==> config.mk <==
export PLATFORM = sky130hd
export DESIGN_NAME = spi_slave_wb8
export DESIGN_NICKNAME = d
export VERILOG_FILES = /design/src/rtl/spi_slave_wb8_pkg.sv /design/src/rtl/spi_slave_sync.sv /design/src/rtl/spi_slave_wb8.sv
export SDC_FILE = /design/constraint.sdc
export NUM_CORES = 1
export LEC_CHECK = 0
export ABC_AREA = 0
export BUFFER_PORTS_ARGS = -buffer_cell sky130_fd_sc_hd__buf_2
export CORE_AREA = 2 2 89 91
export DETAILED_ROUTE_END_ITERATION = 16
export DIE_AREA = 0 0 91 93
export GPL_TIMING_DRIVEN = 0
export SLEW_MARGIN = 40
export SYNTH_ARGS = -nofsm -noshare
export SYNTH_HDL_FRONTEND = slang
export SYNTH_SLANG_ARGS = --single-unit
==> constraint.sdc <==
create_clock -name I_wb_clk -period 3.1 [get_ports I_wb_clk]
set_input_delay 0.62 -clock I_wb_clk [delete_from_list [all_inputs] [get_ports I_wb_clk]]
set_output_delay 0.62 -clock I_wb_clk [all_outputs]
set_load 0.05 [all_outputs]
==> src/rtl/spi_slave_wb8_pkg.sv <==
// spi_slave_wb8_pkg: register map, STATUS/CTRL bit indices and RX FIFO depth
package spi_slave_wb8_pkg;
  localparam logic [1:0] ADR_DATA = 2'd0;
  localparam logic [1:0] ADR_STATUS = 2'd1;
  localparam logic [1:0] ADR_CTRL = 2'd2;
  localparam logic [1:0] ADR_RSVD = 2'd3;
  localparam int ST_RX_VALID = 0;
  localparam int ST_TX_FULL = 1;
  localparam int ST_RX_OVERRUN = 2;
  localparam int ST_TX_UNDERRUN = 3;
  localparam int ST_CS_ACTIVE = 4;
  localparam int CTRL_IRQ_EN = 0;
  localparam int FIFO_DEPTH = 4;
endpackage

==> src/rtl/spi_slave_sync.sv <==
// spi_slave_sync: 2-FF synchronizer with rise/fall detection on the synchronized level
module spi_slave_sync #(
  parameter logic INIT = 1'b0
) (
  input  logic clk,
  input  logic rst_n,
  input  logic d,
  output logic q,
  output logic rise,
  output logic fall
);
  logic [2:0] s;
  always_ff @(posedge clk or negedge rst_n) begin
    if (!rst_n) s <= {3{INIT}};
    else s <= {s[1:0], d};
  end
  assign q = s[1];
  assign rise = s[1] & ~s[2];
  assign fall = ~s[1] & s[2];
endmodule

==> src/rtl/spi_slave_wb8.sv <==
// spi_slave_wb8: SPI mode-0 slave with 8-bit Wishbone registers.
// Define SPI_SLAVE_RXFIFO_EN for a 4-entry RX FIFO; otherwise a single RX holding register.
module spi_slave_wb8 (
  input  logic       I_wb_clk,
  input  logic       I_reset_n,
  input  logic [1:0] I_wb_adr,
  input  logic [7:0] I_wb_dat,
  input  logic       I_wb_stb,
  input  logic       I_wb_we,
  output logic [7:0] O_wb_dat,
  output logic       O_wb_ack,
  input  logic       I_spi_sck,
  input  logic       I_spi_cs_n,
  input  logic       I_spi_mosi,
  output logic       O_spi_miso,
  output logic       O_spi_miso_oe,
  output logic       O_interrupt
);
  import spi_slave_wb8_pkg::*;
`ifdef SPI_SLAVE_RXFIFO_EN
  localparam int D = FIFO_DEPTH;
`else
  localparam int D = 1;
`endif
  localparam int CW = $clog2(D + 1);
  logic sck_unused, sck_rise, sck_fall, cs_n, cs_rise, cs_fall;
  logic [1:0] mosi_s;
  logic [2:0] bit_cnt;
  logic [7:0] rx_sr, tx_sr, txdata, rdata, status, ctrl, rx_byte;
  logic [7:0] q [D];
  logic [CW-1:0] cnt, widx;
  logic tx_full, tx_underrun, rx_overrun, irq_en;
  logic cs_active, acc, wr, rd, wr_data, w1c_ov, w1c_un, byte_done, load, pop, push_ok, rx_valid;
  spi_slave_sync u_sck (.clk(I_wb_clk), .rst_n(I_reset_n), .d(I_spi_sck), .q(sck_unused), .rise(sck_rise), .fall(sck_fall));
  spi_slave_sync #(.INIT(1'b1)) u_cs (.clk(I_wb_clk), .rst_n(I_reset_n), .d(I_spi_cs_n), .q(cs_n), .rise(cs_rise), .fall(cs_fall));
  always_comb begin
    cs_active = ~cs_n;
    acc = I_wb_stb & ~O_wb_ack;
    wr = acc & I_wb_we;
    rd = acc & ~I_wb_we;
    wr_data = wr & (I_wb_adr == ADR_DATA);
    w1c_ov = wr & (I_wb_adr == ADR_STATUS) & I_wb_dat[ST_RX_OVERRUN];
    w1c_un = wr & (I_wb_adr == ADR_STATUS) & I_wb_dat[ST_TX_UNDERRUN];
    rx_byte = {rx_sr[6:0], mosi_s[1]};
    byte_done = sck_rise & cs_active & (bit_cnt == 3'd7);
    load = cs_fall | byte_done;
    rx_valid = cnt != '0;
    pop = rd & (I_wb_adr == ADR_DATA) & rx_valid;
    push_ok = byte_done & ((cnt != CW'(D)) | pop);
    widx = pop ? cnt - 1'b1 : cnt;
    status = '0;
    status[ST_RX_VALID] = rx_valid;
    status[ST_TX_FULL] = tx_full;
    status[ST_RX_OVERRUN] = rx_overrun;
    status[ST_TX_UNDERRUN] = tx_underrun;
    status[ST_CS_ACTIVE] = cs_active;
    ctrl = '0;
    ctrl[CTRL_IRQ_EN] = irq_en;
    rdata = I_wb_adr == ADR_DATA ? (rx_valid ? q[0] : 8'h00) :
            I_wb_adr == ADR_STATUS ? status :
            I_wb_adr == ADR_CTRL ? ctrl : 8'h00;
  end
  // The falling edge right after a byte boundary is not shifted, so the reloaded MSB is what the master sees first.
  always_ff @(posedge I_wb_clk or negedge I_reset_n) begin
    if (!I_reset_n) begin
      mosi_s <= '0;
      bit_cnt <= '0;
      rx_sr <= '0;
      tx_sr <= '0;
      txdata <= '0;
      tx_full <= 1'b0;
      tx_underrun <= 1'b0;
      rx_overrun <= 1'b0;
      irq_en <= 1'b0;
      cnt <= '0;
      O_wb_ack <= 1'b0;
      O_wb_dat <= '0;
      for (int i = 0; i < D; i++) q[i] <= '0;
    end else begin
      mosi_s <= {mosi_s[0], I_spi_mosi};
      O_wb_ack <= acc;
      O_wb_dat <= rd ? rdata : 8'h00;
      bit_cnt <= (cs_fall | cs_rise) ? 3'd0 : (sck_rise & cs_active) ? bit_cnt + 3'd1 : bit_cnt;
      if (sck_rise & cs_active) rx_sr <= rx_byte;
      if (load) tx_sr <= tx_full ? txdata : 8'h00;
      else if (sck_fall & cs_active & (bit_cnt != 3'd0)) tx_sr <= {tx_sr[6:0], 1'b0};
      if (wr_data) txdata <= I_wb_dat;
      tx_full <= wr_data | (tx_full & ~load);
      tx_underrun <= (load & ~tx_full) | (tx_underrun & ~w1c_un);
      rx_overrun <= (byte_done & ~push_ok) | (rx_overrun & ~w1c_ov);
      if (wr & (I_wb_adr == ADR_CTRL)) irq_en <= I_wb_dat[CTRL_IRQ_EN];
      cnt <= cnt + CW'(push_ok) - CW'(pop);
      for (int i = 0; i < D; i++) begin
        if (pop) q[i] <= q[(i + 1) % D];
        if (push_ok && CW'(i) == widx) q[i] <= rx_byte;
      end
    end
  end
  assign O_spi_miso = tx_sr[7];
  assign O_spi_miso_oe = cs_active;
  assign O_interrupt = irq_en & rx_valid;
endmodule
**Yosys cells after proc, flatten, opt, wreduce, memory -nomap -nowiden**

Index checks and enable logic that the tools add are counted.
W data, S select, Z words.

- ROM bits: 0
- Memories: 0
- Bits in writable memories: 0
- Output and inout bits: 12
- Register bits: 56
- Logic and storage cells: 82
- Bits in latches: 0

- Div/mod/pow operators: 0
- Reductions and logical operators: 5
- Magnitude comparators: 0
- $mul: 0
- Shifts and indexed selects: 0
- Equal/unequal tests: 3
- Bitwise operators: 44
- Add/sub/neg operators: 4
- Muxes and demuxes: 11

Operators with widths:

| kind | count |
|---|---|
| $mux W8 | 6 |
| $and A1 B1 Y1 | 25 |
| $not A1 Y1 | 13 |
| $mux W3 | 2 |
| $or A1 B1 Y1 | 6 |
| $mux W5 | 1 |
| $reduce_bool A2 Y1 | 2 |
| $add A3 B1 Y3 const B | 1 |
| $eq A3 B3 Y1 const B | 1 |
| $reduce_bool A3 Y1 | 1 |
| $eq A2 B1 Y1 const B | 1 |
| $eq A2 B2 Y1 const B | 1 |
| $logic_not A2 Y1 | 1 |
| $mux W1 | 2 |
| $add A1 B1 Y1 | 1 |
| $logic_and A1 B1 Y1 | 1 |
| $sub A1 B1 Y1 | 1 |
| $sub A1 B1 Y1 const B | 1 |

**Depth between registers and ports, before layout**

- Word-level depth: 10
- Depth in mapped cells: 7
- Gate-level depth less buffers: 5

**Cells and area by module**

Synthesis repeated with hierarchy kept, for this count alone.

- Cell total of the unflattened synthesis: 166
- Area, all modules: 2248.4 µm²

By module, submodules not included:

| module | area each (µm²) | times used | cells an instance | seq. area each (µm²) |
|---|---|---|---|---|
| spi_slave_wb8 | 2064.5 | 1 | 156 | 1251.2 |
| spi_slave_sync at u_cs | 93.8 | 1 | 5 | 78.8 |
| spi_slave_sync at u_sck | 90.1 | 1 | 5 | 75.1 |

**Worst setup path before layout**

No wires, ideal clock.

- Kind: reg2reg
- From: reg u_cs.s[1]
- To: reg tx_sr[6]
- Setup slack: 1205 ps
- Path buffers: 1
- Required time: 2954 ps
- Data arrival time: 1749 ps
- Stages on the path, launching flop included: 6
- Cell sequence: dfstp_2 inv_1 ha_1 clkbuf_1 nor2_1 o221ai_1

- Cells in the longest elaborated chain, start to end: 5
- Elaborated cells on any way between the ends: 9
- Those cells by class: mux: 1; bitwise: 7; reduce/logical: 1

Ends and longest elaborated chain:

| what | RTL line | source |
|---|---|---|
| start, declared | spi_slave_sync.sv:12 | `logic [2:0] s;` |
| start signal, assigned | spi_slave_sync.sv:14 | `if (!rst_n) s <= {3{INIT}};` |
| start signal, assigned | spi_slave_sync.sv:15 | `else s <= {s[1:0], d};` |
| $not A1 Y1 (*) | spi_slave_wb8.sv:37 | `cs_active = ~cs_n;` |
| net O_spi_miso_oe | spi_slave_wb8.sv:16 | `output logic O_spi_miso_oe,` |
| $and A1 B1 Y1 (2 in a row) | spi_slave_wb8.sv:45 | `byte_done = sck_rise & cs_active & (bit_cnt == 3'd7);` |
| $or A1 B1 Y1 | spi_slave_wb8.sv:46 | `load = cs_fall \| byte_done;` |
| $mux W8 / $reduce_bool A2 Y1 (equally long branches) | - |  |
| end signal, assigned | spi_slave_wb8.sv:85 | `if (load) tx_sr <= tx_full ? txdata : 8'h00;` |
| end signal, assigned | spi_slave_wb8.sv:86 | `else if (sck_fall & cs_active & (bit_cnt != 3'd0)) tx_sr <= {tx_sr[6:0], 1'b0};` |
| end, declared | spi_slave_wb8.sv:29 | `logic [7:0] rx_sr, tx_sr, txdata, rdata, status, ctrl, rx_byte;` |

Mark *: on every way through the listed nets, which the timed path passes. The rest lies on a longest branch.
A chain may end at the register's enable or synchronous reset.

**Final worst setup path**

- From: reg cnt
- To: out O_interrupt

- Cells in the longest elaborated chain, start to end: 1

Ends and longest elaborated chain:

| what | RTL line | source |
|---|---|---|
| start, declared | spi_slave_wb8.sv:31 | `logic [CW-1:0] cnt, widx;` |
| start signal, assigned | spi_slave_wb8.sv:92 | `cnt <= cnt + CW'(push_ok) - CW'(pop);` |
| $and A1 B1 Y1 | spi_slave_wb8.sv:101 | `assign O_interrupt = irq_en & rx_valid;` |
| end, declared | spi_slave_wb8.sv:17 | `output logic O_interrupt` |

No other way between the ends.

==> out/qor.csv <==
metric;value;unit
met1 Use GR;14.57;%
Final ANT Viol Nets;0;
Critical path buffers and inverters;2;
CP Launch Type;register;
post-route cell area;0.002750;mm2
starting density of the core;31.70;%
status;complete, no violations;
Die X;91;um
GRT Max-Usage Layer;met2;
crit path kind;register to primary output;
switching pwr;400.2;uW
initial antenna violation count;0;
Internal Power;1.079;mW
Final #Nets;254;
Final Hold Vio Count;0;
CP max stage delay;0.41;ns
clk slew on worst S/H paths;0.10;ns
cell chain of the critical path;clkbuf_1, and2_1, buf_2;
core area;0.007527;mm2
Worst Path Arrival;1.44;ns
first-pass GRT wire length;7.755;mm
Comb power frac;13.2;%
post-layout util;36.54;%
total negative slack;0;ns
met2 usage;18.40;%
worst path required time;2.48;ns
CTS Root Cell;clkbuf_8;
drt pass-1 iters;4;
Worst-Skew Late Latency;0.31;ns
HP Class;primary input to async pin;
largest net degree at the start of global routing;57;
Reg2Reg Setup Slack;1.07;ns
port bufs;28;
DP Area;0.002656;mm2
number of core rows;32;
vias in the first global route;1659;
Slew HR;53.37;%
Synth Instances;198;
worst-margin pin slew;0.6995;ns
CTS Buffer Depth;2;
switch share;27.06;%
Finish-stage setup viols;0;
vias per inst;4.765;
worst slack at placement;1.035;ns
FMAX;484.7;MHz
DR vias;1601;
routed length per placed instance;12.61;um
CTS tree;yes;
sequential fraction of the synthesis area;58.89;%
Post-Synthesis Cell Area;0.002386;mm2
DRT iter0 DRCs;78;
die area;0.008463;mm2
max cap viols;0;
layout cells sized above 1;30.34;%
crit share post-route;66.55;%
Post-Syn Area per Cell;12.05;um2
Syn Nets;219;
Final Skew;0.01107;ns
GR Overflow Total;0;
HPWL after DPL;2.943;mm
H-tree Lvls;2;
Synth Warn #;0;
Power Density;537.8;mW/mm2
critical path's top delay family;buffers and inverters;
Final Max Tran Viols;0;
reg2reg path depth;5;
Critical R2R Launch;u_cs.s[1]$_DFF_PN1_;
Crit-path slowest cell;dfrtp_1;
most frequent cells in the layout;dfrtp_1, buf_2, nand2_1;
VDD IR-drop max;0.2075;mV
hold_buf cts;0;
global-route usage over all layers;11.25;%
I/O pin count;29;
most common cell after layout, fill and taps aside;dfrtp_1;
#FFs+latches synth;56;
ant diodes;0;
# resized after CTS;0;
final worst slack;1.037;ns
capturing point of the worst reg2reg path;tx_sr[7]$_DFFE_PN0P_;
Routability Congestion;0.8053;
Clk network pwr share;28.1;%
post-CTS setup buffers;0;
main flop type after synthesis;dfrtp_1;
RSZ-0062 raised after global routing;no;
Cell variety after synth;36;
met3 usage;2.579;%
leakage;1.209;nW
overall die height;93;um
Post-synth EDFFs;0;
crit path capture type;primary output;
fraction of registers with async set/reset;100.0;%
Area growth syn-to-layout;15.26;%
# clock sinks;56;
DRT Wirelength;4.237;mm
drt drc;0;
clock buffer count from CTS;5;
Fillers;785;
crit-path max FO;10;
part of the power in registers;58.8;%
min Tclk post-route;2.063;ns
-- registers in the layout, summed over array words and instances, names as in the netlist --
register     count
u_cs.s           3
tx_full          1
txdata           8
O_wb_ack         1
u_sck.s          3
cnt              1
irq_en           1
rx_sr            7
O_wb_dat         8
tx_underrun      1
q                8
mosi_s           2
rx_overrun       1
bit_cnt          3
tx_sr            8
-- routing by layer --
| layer | part of all wire [%] | vias up |
|---|---|---|
| met1 | 46 | 770 |
| met4 | 1.5 | 0 |
| met3 | 4.0 | 8 |
| met5 | 0 | - |
| li1 | - | 780 |
| met2 | 49 | 43 |
-- cells in the mapped netlist, types with 2 or more instances --
library cell | instances | share of area, %
clkbuf_1 | 7 | 1.1
buf_2 | 3 | 0.63
o221ai_1 | 7 | 2.6
mux2i_1 | 2 | 0.84
o21ai_0 | 14 | 2.9
o22ai_1 | 8 | 2.1
and2_2 | 3 | 0.94
nor2b_1 | 12 | 3.1
dfstp_2 | 3 | 3.3
nand3_1 | 2 | 0.42
nand4_1 | 7 | 1.8
dfrtp_1 | 53 | 56
nor2_1 | 3 | 0.47
inv_1 | 6 | 0.94
nand2_1 | 25 | 3.9
mux2_2 | 16 | 7.6
ha_1 | 4 | 2.1
and2_1 | 2 | 0.52
a22o_2 | 4 | 1.7
-- worst register-to-register path, stage by stage, from the launching register on --
cell      delay, ns
dfstp_2        0.59
inv_1          0.11
ha_1           0.23
clkbuf_1       0.22
nor2_1         0.53
o221ai_1       0.22
-- cells by family after synthesis --
group                    count (synthesis)  share of synthesized area, %
AND/OR/NAND/NOR                         65                         16.20
flip-flops                              56                         58.89
AO/OA/AOI/OAI                           38                         11.38
multiplexers                            18                         8.390
buffers and inverters                   16                         2.674
adder cells (fa/ha/maj)                  4                         2.098
XOR/XNOR                                 1                        0.3671
-- through the flow --
stage                     total power [mW]  hold slack (ns)  std cells
after detailed placement             1.084           0.3363        328
after CTS                            1.507           0.3589        336
after floorplan                      1.013           0.3244        198
after global routing                 1.568           0.3664        336
after global placement               1.077           0.3324        328
final                                1.479           0.3482        336
-- power groups by stage --
stage	sequential, mW	combinational [mW]	clock [mW]
after global placement	0.883	0.194	0
after floorplan	0.883	0.130	0
final	0.869	0.195	0.415
after global routing	0.886	0.218	0.464
after detailed placement	0.885	0.199	0
after CTS	0.870	0.199	0.438
-- final cells by class --
type,instances,area (um2),area share (%)
clock inverter,3,25.02,0.9099
tap,102,127.6,4.641
timing repair buffer,28,142.6,5.187
multi-input combinational,126,917.1,33.35
sequential,56,1405,51.09
inverter,6,22.52,0.8189
buffer,10,41.29,1.501
clock buffer,5,68.82,2.502
-- worst max-delay path by stage --
stage / startpoint / endpoint / slack [ns] / cells after the start
finish: cnt$_DFF_PN0_ / O_interrupt / 1.04 / 3
global route: u_cs.s[1]$_DFF_PN1_ / tx_sr[4]$_DFFE_PN0P_ / 0.85 / 5
CTS: cnt$_DFF_PN0_ / O_interrupt / 1.01 / 3
detailed placement: u_cs.s[1]$_DFF_PN1_ / tx_sr[7]$_DFFE_PN0P_ / 1.03 / 5
global placement: u_cs.s[1]$_DFF_PN1_ / tx_sr[6]$_DFFE_PN0P_ / 1.05 / 5
floorplan: u_cs.s[1]$_DFF_PN1_ / tx_sr[6]$_DFFE_PN0P_ / 1.21 / 5
(Power assumes the default switching activity.)
